===== src/rtl/pc_ctrl_pkg.sv =====
// Shared types and constants for the PC controller and its event counters.
package pc_ctrl_pkg;

  typedef enum logic [1:0] {
    BOOT  = 2'd0,
    RUN   = 2'd1,
    FLUSH = 2'd2
  } state_e;

  localparam logic [31:0] PC_INC = 32'd4;
  localparam int          CNT_W  = 16;

endpackage


===== src/rtl/sat_counter.sv =====
// Up-counter that sticks at all-ones instead of wrapping.
module sat_counter #(
  parameter int WIDTH = 16
) (
  input  logic             clk,
  input  logic             rst_n,
  input  logic             en_i,
  output logic [WIDTH-1:0] cnt_o
);

  localparam logic [WIDTH-1:0] ONE = {{(WIDTH-1){1'b0}}, 1'b1};

  logic [WIDTH-1:0] cnt_q;

  always_ff @(posedge clk or negedge rst_n) begin
    if (!rst_n) begin
      cnt_q <= '0;
    end else if (en_i && (cnt_q != '1)) begin
      cnt_q <= cnt_q + ONE;
    end
  end

  assign cnt_o = cnt_q;

endmodule


===== src/rtl/pc_ctrl.sv =====
// Fetch PC sequencer: boot cycle, sequential/stalled fetch, taken-branch redirect
// with a fixed-length wrong-path squash, plus branch statistics.
module pc_ctrl
  import pc_ctrl_pkg::*;
#(
  parameter logic [31:0] RESET_PC     = 32'h0000_0000,
  parameter int unsigned FLUSH_CYCLES = 2               // 1..7
) (
  input  logic             clk,
  input  logic             rst_n,
  input  logic             branch,
  input  logic             zero,
  input  logic [31:0]      branch_target,
  input  logic             stall,
  output logic [31:0]      pc,
  output logic             pc_valid,
  output logic             PCSrc,
  output logic             flush,
  output logic             addr_err,
  output logic [CNT_W-1:0] branch_cnt,
  output logic [CNT_W-1:0] taken_cnt
);

  localparam logic [2:0] FLUSH_LOAD = 3'(FLUSH_CYCLES);

  state_e      state_q;
  logic [31:0] pc_q;
  logic        pc_valid_q;
  logic        flush_q;
  logic        addr_err_q;
  logic [2:0]  fcnt_q;

  logic        accept;
  logic        pc_src;
  logic [31:0] pc_seq_d;
  logic [31:0] pc_tgt_d;

  // Branches are only honoured in RUN; during BOOT/FLUSH the EX slot is wrong-path.
  assign accept   = (state_q == RUN) && branch;
  assign pc_src   = accept && zero;
  assign pc_seq_d = stall ? pc_q : (pc_q + PC_INC);
  assign pc_tgt_d = {branch_target[31:2], 2'b00};

  always_ff @(posedge clk or negedge rst_n) begin
    if (!rst_n) begin
      state_q    <= BOOT;
      pc_q       <= RESET_PC;
      pc_valid_q <= 1'b0;
      flush_q    <= 1'b0;
      addr_err_q <= 1'b0;
      fcnt_q     <= 3'd0;
    end else begin
      case (state_q)
        BOOT: begin
          state_q    <= RUN;
          pc_valid_q <= 1'b1;
          flush_q    <= 1'b0;
        end
        RUN: begin
          if (pc_src) begin
            pc_q    <= pc_tgt_d;
            state_q <= FLUSH;
            flush_q <= 1'b1;
            fcnt_q  <= FLUSH_LOAD;
            if (branch_target[1:0] != 2'b00) addr_err_q <= 1'b1;
          end else begin
            pc_q <= pc_seq_d;
          end
        end
        FLUSH: begin
          // Counter runs even while stalled so the squash window has a fixed length.
          pc_q   <= pc_seq_d;
          fcnt_q <= fcnt_q - 3'd1;
          if (fcnt_q == 3'd1) begin
            state_q <= RUN;
            flush_q <= 1'b0;
          end
        end
        default: begin
          state_q    <= BOOT;
          pc_valid_q <= 1'b0;
          flush_q    <= 1'b0;
        end
      endcase
    end
  end

  sat_counter #(.WIDTH(CNT_W)) u_branch_cnt (
    .clk   (clk),
    .rst_n (rst_n),
    .en_i  (accept),
    .cnt_o (branch_cnt)
  );

  sat_counter #(.WIDTH(CNT_W)) u_taken_cnt (
    .clk   (clk),
    .rst_n (rst_n),
    .en_i  (pc_src),
    .cnt_o (taken_cnt)
  );

  assign pc       = pc_q;
  assign pc_valid = pc_valid_q;
  assign PCSrc    = pc_src;
  assign flush    = flush_q;
  assign addr_err = addr_err_q;

endmodule


===== config.mk =====
export PLATFORM = sky130hd
export DESIGN_NAME = pc_ctrl
export DESIGN_NICKNAME = d
export VERILOG_FILES = /design/src/rtl/pc_ctrl_pkg.sv /design/src/rtl/sat_counter.sv /design/src/rtl/pc_ctrl.sv
export SDC_FILE = /design/constraint.sdc
export NUM_CORES = 1
export LEC_CHECK = 0
export CAP_MARGIN = 30
export CORE_AREA = 2 2 99 101
export DETAILED_ROUTE_END_ITERATION = 12
export DIE_AREA = 0 0 101 103
export PLACE_DENSITY = 0.73
export SYNTH_ARGS = -nofsm -noshare
export SYNTH_HDL_FRONTEND = slang
export SYNTH_SLANG_ARGS = --single-unit

===== constraint.sdc =====
create_clock -name clk -period 2.1 [get_ports clk]
set_input_delay 0.42 -clock clk [delete_from_list [all_inputs] [get_ports clk]]
set_output_delay 0.42 -clock clk [all_outputs]
set_load 0.005 [all_outputs]

# Word-level counts from Yosys, hierarchy flattened
# Index checks and enable logic that the tools add are counted.
# W data, S select, Z words.
totals:
  ff_bits: 72
  latchBits: 0
  ramBits: 0
  romBits: 0
  input_bits: 37
  output_inout_bits: 68
  wordCells: 42
  n_memories: 0
classes:
  add_sub_neg: 4
  n_mul: 0
  div_mod_pow: 0
  magnitude_cmp: 0
  n_eq_ne: 7
  shifts: 0
  n_mux: 12
  bitwise: 0
  n_reduce_logical: 11
op_table:
  columns: ["operator", "n"]
  rows:
  - ["$mux W32", 2]
  - ["$pmux W32 S2", 1]
  - ["$add A16 B1 Y16 const B", 2]
  - ["$add A32 B3 Y32 const B", 1]
  - ["$ne A16 B16 Y1 const B", 2]
  - ["$pmux W2 S3", 1]
  - ["$pmux W3 S2", 1]
  - ["$logic_and A1 B1 Y1", 4]
  - ["$mux W2", 2]
  - ["$pmux W1 S2", 2]
  - ["$reduce_and A2 Y1", 2]
  - ["$reduce_bool A2 Y1", 2]
  - ["$eq A3 B1 Y1 const B", 1]
  - ["$mux W3", 1]
  - ["$reduce_and A3 Y1", 1]
  - ["$sub A3 B1 Y3 const B", 1]
  - ["$eq A2 B1 Y1 const B", 1]
  - ["$eq A2 B2 Y1 const B", 1]
  - ["$logic_not A2 Y1", 1]
  - ["$mux W1", 2]
  - ["$ne A2 B1 Y1 const B", 1]
  - ["$ne A2 B2 Y1 const B", 1]
  - ["$reduce_or A2 Y1", 1]

# Depth between registers and ports, before layout
# Gate-level depths: netlist (run 1).
logic_depth:
  word_depth: 5
  ltp_mapped: 9
  mapped_depth_nobuf: 7

# By module
# A second synthesis (run 1) with hierarchy kept.
unflattened:
  hier_cells: 430
  hier_area_um2: 4216.5
by_module_without_submodules:
  columns: ["module", "n_inst", "cells_per_inst", "area_each_um2", "seq_area_each_um2"]
  rows:
  - ["pc_ctrl", 1, 286, 2497.4, 950.9]
  - ["sat_counter", 2, 72, 859.6, 400.4]

# Worst setup path after synthesis (run 1)
# No wires, ideal clock.
synth_timing:
  path_kind: "flip-flop to flip-flop"
  start: "reg pc_q[2] (netlist: pc[2])"
  end: "reg pc_q[28] (netlist: pc[28])"
  t_arrival_ps: 1954
  required_ps: 2031
  path_slack_ps: 77
  path_stages_with_launch: 7
  n_path_buf: 1
  cell_sequence: "dfrtp_1 ha_1 nand3b_2 or4_1 clkbuf_2 or4_1 nand3_1"
synth_between:
  elab_chain_cells: 4
synth_lines:
  columns: ["element", "line", "source"]
  rows:
  - ["from (decl)", "pc_ctrl.sv:27", "logic [31:0] pc_q;"]
  - ["from (signal assigned)", "pc_ctrl.sv:61", "pc_q <= pc_tgt_d;"]
  - ["from (signal assigned)", "pc_ctrl.sv:67", "pc_q <= pc_seq_d;"]
  - ["from (signal assigned)", "pc_ctrl.sv:72", "pc_q <= pc_seq_d;"]
  - ["$add A32 B3 Y32 *", "pc_ctrl.sv:41", "assign pc_seq_d = stall ? pc_q : (pc_q + PC_INC);"]
  - ["$mux W32 *", "pc_ctrl.sv:41", null]
  - ["$mux W32", "pc_ctrl.sv:60", "if (pc_src) begin"]
  - ["$pmux W32 S2 *", "pc_ctrl.sv:53", "case (state_q)"]
# Mark *: on every way between the ends. The rest lies on a longest branch, timed or not.
# A chain may end at the register's enable or synchronous reset.

# Worst setup path after layout (run 1)
layout_timing:
  start: "reg pc_q[6] (netlist: pc[6])"
  end: "reg pc_q[25] (netlist: pc[25])"
# The elaborated chain is that of the path after synthesis.

==> results of run 1 <==
-- metal layers --
layer | wire length (um) | up-vias | GRT usage (%)
met5 | 0 | - | 0
met4 | 116 | 0 | 7.69
met3 | 470 | 11 | 3.46
met2 | 5480 | 108 | 36.4
met1 | 5170 | 1979 | 29.6
li1 | - | 1933 | -
-- timing repair --
item / 4_1_cts / 5_1_grt
endpoints found under the setup margin: 1 / 4
endpoints found under the hold margin: 0 / 0
buffers inserted: 1 / 3
resized for setup: 4 / 4
-- synthesized netlist by cell type, types with 12 or more instances --
cell      count
xnor2_1      24
nor2_1       17
nand2_1      33
dfrtp_1      70
clkbuf_1     23
a31oi_1      12
nand4_1      15
nand3_1      27
a21oi_1      27
inv_1        14
o21ai_0      21
and3_1       13
-- through the flow --
step           total power [mW]  setup WS (ns)
6_report                   7.00         0.0934
2_1_floorplan              3.96         0.0768
3_3_place_gp               5.56         -0.226
4_1_cts                    6.99        0.00893
5_1_grt                    7.52        0.00331
3_5_place_dp               5.66         -0.237
-- how the worst min path moves through the flow --
stage                          from                                to  cells past startpoint
3_3_place_gp   addr_err$_DFFE_PN0P_              addr_err$_DFFE_PN0P_                      1
5_1_grt                       rst_n  u_taken_cnt.cnt_o[5]$_DFFE_PN0P_                      2
6_report                      rst_n  u_taken_cnt.cnt_o[8]$_DFFE_PN0P_                      2
4_1_cts                       rst_n  u_taken_cnt.cnt_o[8]$_DFFE_PN0P_                      2
2_1_floorplan                 rst_n              addr_err$_DFFE_PN0P_                      0
3_5_place_dp   addr_err$_DFFE_PN0P_              addr_err$_DFFE_PN0P_                      1
-- logic make-up (layout without fill, tap and decap cells) --
kind of cell / Yosys count / in the layout
AOI/OAI and AO/OA: 118 / 118
xor gates and xnor gates: 28 / 28
adders and majority gates: 9 / 9
DFF: 70 / 70
muxes: 5 / 5
buffers and inverters: 45 / 184
other: 1 / 2
and+or+nand+nor: 165 / 165
-- power groups by stage --
| stage | logic [mW] | registers [mW] | clock network [mW] |
|---|---|---|---|
| 3_5_place_dp | 3.39 | 2.27 | 0 |
| 2_1_floorplan | 1.72 | 2.23 | 0 |
| 5_1_grt | 3.84 | 2.33 | 1.35 |
| 6_report | 3.48 | 2.26 | 1.26 |
| 3_3_place_gp | 3.32 | 2.24 | 0 |
| 4_1_cts | 3.45 | 2.25 | 1.29 |
-- critical path, cell delays in order (launching register included) --
cell and delay (ns):
dfrtp_1 0.45, nand4_1 0.28, or4_4 0.57, buf_4 0.17, nor2_1 0.26, a311oi_1 0.15
-- area by class of cell --
class                           instances  area share (%)
Sequential cell                        70            30.2
Timing Repair Buffer                  154            24.8
Clock buffer                           10            2.38
Tap cell                              114            2.46
Multi-Input combinational cell        327            37.7
Clock inverter                          6            1.60
Inverter                               14           0.907
-- sequential cells by signal (all words and copies together) (netlist names) --
register and cells:
pc 30, u_branch_cnt.cnt_o 16, u_taken_cnt.cnt_o 16, fcnt_q 3, state_q 2, addr_err 1
flush 1, pc_valid 1
==> impl_metrics.ini, run 1 <==
[timing]
hold_viol_final = 0
setup_violations = 0
timing.fmax_ghz = 0.498
min_period_ns = 2.01
fin_crit_sh_pct = 95.6
rsz0062_at_grt = false
drv_slew = 0
fin_tns_setup_ns = 0
whs_ns = 0.0766
clock_skew_ns = 0.00678

[hold_path]
hp-class = input pin to asynchronous set/reset pin

[drt]
drtPass1Iterations = 5
via_count = 4031
postRouteAntennaNets = 0
drc = 0
via_per_inst = 5.80
totalWireLength_mm = 11.2
route.detailed.wl_per_inst_um = 16.2
drt_iter0_markers = 166

[die]
die_w_um = 101
pin_count = 105
placementRows = 36
initial_utilization_pct = 43.2
core_um2 = 9460
fp.dieH_um = 103
die_area_um2 = 10400

[cells_and_area]
layout.nets = 622
n_fill_cell = 808
final_util_pct = 61.2
final_area_um2 = 5790
num_antenna_cells = 0
layout_common_cells = clkdlybuf4s50_1, dfrtp_1, buf_4
layout_commonest_cell = clkdlybuf4s50_1
area_delta_synth_final_pct = 41.7
multi_input_area_um2 = 2180
instances_no_fill = 695
seq_area_um2 = 1750
drive_gt1_share_pct = 15.3

[clock_network]
cts_tree = yes
root_buffer = clkbuf_8
cts_buffers = 9
cts.sinks = 70
holdBufCountCts = 0
insertion_delay_ns = 0.34
cts_buffer_depth = 2
cts_max_level = 3
clk_pin_slew_worst_paths_ns = 0.08

[placed_design]
portBuffers = 102
placed_area_um2 = 5500
place_congestion = 0.891
dp_hpwl_mm = 8.05
dpl.cell_count = 675

[worst_setup_path]
cp.arrival_ns = 2.22
end_kind = flop
worstPathRequired_ns = 2.31
setup.worst_path.start = pc[6]$_DFFE_PN0P_
timing.rr.start = pc[6]$_DFFE_PN0P_
critPathKind = flop to flop
crit_end = pc[25]$_DFFE_PN0P_
rr_endpoint = pc[25]$_DFFE_PN0P_
reg2reg_slack_ns = 0.09
crit_path_start_kind = flop
worstPathMaxFanout = 6
rr_worst_depth = 5

[yosys]
muxShareOfSynthArea_pct = 1.38
yosysTopAreaCell = dfrtp_1
yosysTopAreaCellShare_pct = 42.9
synth_xor_area_share_pct = 6.00
synth_cell_types = 62
syn_area_um2 = 4090
synthAdderAreaFrac_pct = 2.75
synth_cells = 441
yosys.area_share.simple_pct = 23.5
synth_warnings = 0
ys_ff_latch = 70
async_flop_share_pct = 100
syn_area_per_cell_um2 = 9.27
yosysSeqAreaShare_pct = 42.9
synthFlopType = dfrtp_1
synth_compound_area_share_pct = 18.8
synth_edf_count = 0
synthTopCellsByArea = dfrtp_1, xnor2_1, a21oi_1, nand3_1, nand2_1
synth_top_family_by_area = simple AND/OR/NAND/NOR gates

[global_routing]
grt_pass1_wl_mm = 18.4
grt_usage_pct = 22.0
gr-total-overflow = 0
grt_pass1_vias = 3866
antenna_found_initial = 0
grt_max_degree = 71

[flow_run]
drv_cap = 0

[power]
switching_share_pct = 38.4
leakage_nw = 2.40
seqPwrFrac_pct = 32.2
switchingPower_mw = 2.69
p_clk_share_pct = 18.0
p_int_mw = 4.31
comb_power_share_pct = 49.7
ir_drop_v = 0.000623
p_per_area_nw_per_um2 = 1210

[outcome]
status = finished, final reports clean
Power figures use the tool's default switching activity.
==> inputs of run 2 (changes only) <==
- ABC_AREA: unset -> 1
- CORE_AREA: 2 2 99 101 -> 2 2 103 105
- DIE_AREA: 0 0 101 103 -> 0 0 105 107
- PLACE_DENSITY: 0.73 -> 0.72
==> run 2 against run 1 <==
Against the previous run:
- sequential power is 4% higher
- global-route usage is 0.63 points lower
- critical path type is now flop to primary output
- hold slack better by 0.040 ns
- non-clock buffer count is 39 lower
- register-to-register slack better by 0.22 ns
- core utilization is 2.8 points lower
- synthesized cell count is 39% higher
- sequential share of layout area is 0.54 points lower
==> impl_metrics.ini, run 2 <==
[timing]
setup_violations = 0
clock_skew_ns = 0.00508
fin_ws_ns = 0.242
drv_slew = 0
fin_tns_setup_ns = 0
hold_viol_final = 0
timing.fmax_ghz = 0.538
min_period_ns = 1.86
rsz0062_at_grt = false
fin_crit_sh_pct = 88.5

[cells_and_area]
drive_gt1_share_pct = 8.94
num_antenna_cells = 0
layout_commonest_cell = nand2_1
layout_common_cells = nand2_1, clkdlybuf4s50_1, nor2_1
instances_no_fill = 863
final_util_pct = 58.4
largest_reg_flops = 30
area_delta_synth_final_pct = 31.7
layout.nets = 768

[die]
fp.dieH_um = 107
pin_count = 105
placementRows = 37
initial_utilization_pct = 44.4
die_area_um2 = 11200
core_um2 = 10100
die_w_um = 105

[worst_setup_path]
rr_worst_depth = 7
worstPathRequired_ns = 1.68
crit_cells = 1
worstPathMaxFanout = 7
cp.arrival_ns = 1.44
critPathKind = flop to primary output
cp_top_family = buffers and inverters
rr_endpoint = pc[16]$_DFFE_PN0P_
cp_slowest_stage_delay_ns = 0.57
end_kind = primary output
timing.rr.start = state_q[0]$_DFFE_PN0P_
crit_path_start_kind = flop
cpMaxStageDelayCell = clkdlybuf4s50_1
crit_buf_inv = 1
cp_cell_sequence = clkdlybuf4s50_1
reg2reg_slack_ns = 0.31

[global_routing]
gr-total-overflow = 0
antenna_found_initial = 0
grt_usage_pct = 21.4
grt_pass1_vias = 4203
grt_pass1_wl_mm = 19.5
grt_max_degree = 40

[yosys]
yosysSeqAreaShare_pct = 39.1
synthTopCellsByArea = dfrtp_1, nand2_1, nor2_1, inv_1, nand3_1
synthFlopType = dfrtp_1
synth_edf_count = 0
syn_area_um2 = 4480
synth_warnings = 0
syn_area_per_cell_um2 = 7.33
ys_ff_latch = 70
synth_common_cells = nand2_1, nor2_1, dfrtp_1
synth.most_common_cell = nand2_1
async_flop_share_pct = 100
yosysTopAreaCellShare_pct = 39.1
yosysTopAreaCell = dfrtp_1
synth_cells = 611
synth_cell_types = 33

[placed_design]
pre_cts_slack_ns = 0.0631
dpl.cell_count = 844
dp_hpwl_mm = 8.56
place_congestion = 0.899
portBuffers = 102

[power]
leakage_nw = 2.79
p_per_area_nw_per_um2 = 1130
ir_drop_v = 0.000657

[clock_network]
clk_pin_slew_worst_paths_ns = 0.07
cts_buffers = 9
insertion_delay_ns = 0.35
cts_tree = yes
cts_max_level = 3
cts_buffer_depth = 2
root_buffer = clkbuf_8
cts.sinks = 70

[drt]
via_per_inst = 5.02
route.detailed.wl_per_inst_um = 13.5
postRouteAntennaNets = 0
via_count = 4334
drc = 0
totalWireLength_mm = 11.7
drtPass1Iterations = 5
drt_iter0_markers = 223

[outcome]
status = finished, final reports clean

[flow_run]
drv_cap = 0

[hold_path]
hp-class = input pin to asynchronous set/reset pin
[run 2: cell families after synthesis]
kind of cell	after synthesis	synth area share (%)
buffers and inverters	82	7.71
AND/OR/NAND/NOR	347	35.8
adder cells (fa/ha/maj)	9	2.52
AO/OA/AOI/OAI	66	7.69
flip-flops	70	39.1
XOR/XNOR	36	7.04
other	1	0.0838
[run 2: worst max-delay path by stage]
stage,startpoint,endpoint
6_report,pc[7]$_DFFE_PN0P_,pc[7]
5_1_grt,state_q[1]$_DFFE_PN0P_,pc[5]$_DFFE_PN0P_
4_1_cts,state_q[1]$_DFFE_PN0P_,PCSrc
3_5_place_dp,stall,pc[27]$_DFFE_PN0P_
3_3_place_gp,branch,PCSrc
2_1_floorplan,state_q[1]$_DFFE_PN0P_,pc[4]$_DFFE_PN0P_
[run 2: metal layers]
layer / wire length, um / share of wire, % / vias to the layer above / global-route usage [%]
li1: - / - / 2156 / -
met1: 5300 / 45 / 2024 / 28.9
met2: 5450 / 47 / 133 / 34.0
met3: 660 / 5.7 / 21 / 3.71
met4: 257 / 2.2 / 0 / 8.76
met5: 0 / 0 / - / 0
[run 2: final cells by class]
type,count,area (um^2)
fill,956,4200
multi-input combinational,460,2400
sequential,70,1750
timing repair buffer,115,1130
inverter,66,248
tap,136,170
clock buffer,12,155
clock inverter,4,45.0
[run 2: per-stage QoR]
step / power, mW / hold slack, ns / area (um^2)
after global placement: 5.36 / 0.463 / 5660
final: 6.66 / 0.117 / 5900
after CTS: 6.68 / 0.118 / 5890
after global routing: 7.20 / 0.139 / 5900
after detailed placement: 5.47 / 0.470 / 5660
after floorplan: 4.04 / 0.124 / 4480
[run 2: where the power goes]
part	switching [mW]	internal (mW)
combinational	1.67	1.49
clock	0.532	0.609
sequential	0.583	1.77
total	2.78	3.88
[run 2: what timing repair did]
action	4_1_cts	5_1_grt
setup endpoints to repair	1	1
cloned	0	0
gates resized for setup	4	1
buffers inserted	2	1
pin swaps	1	0
hold buffers	0	0
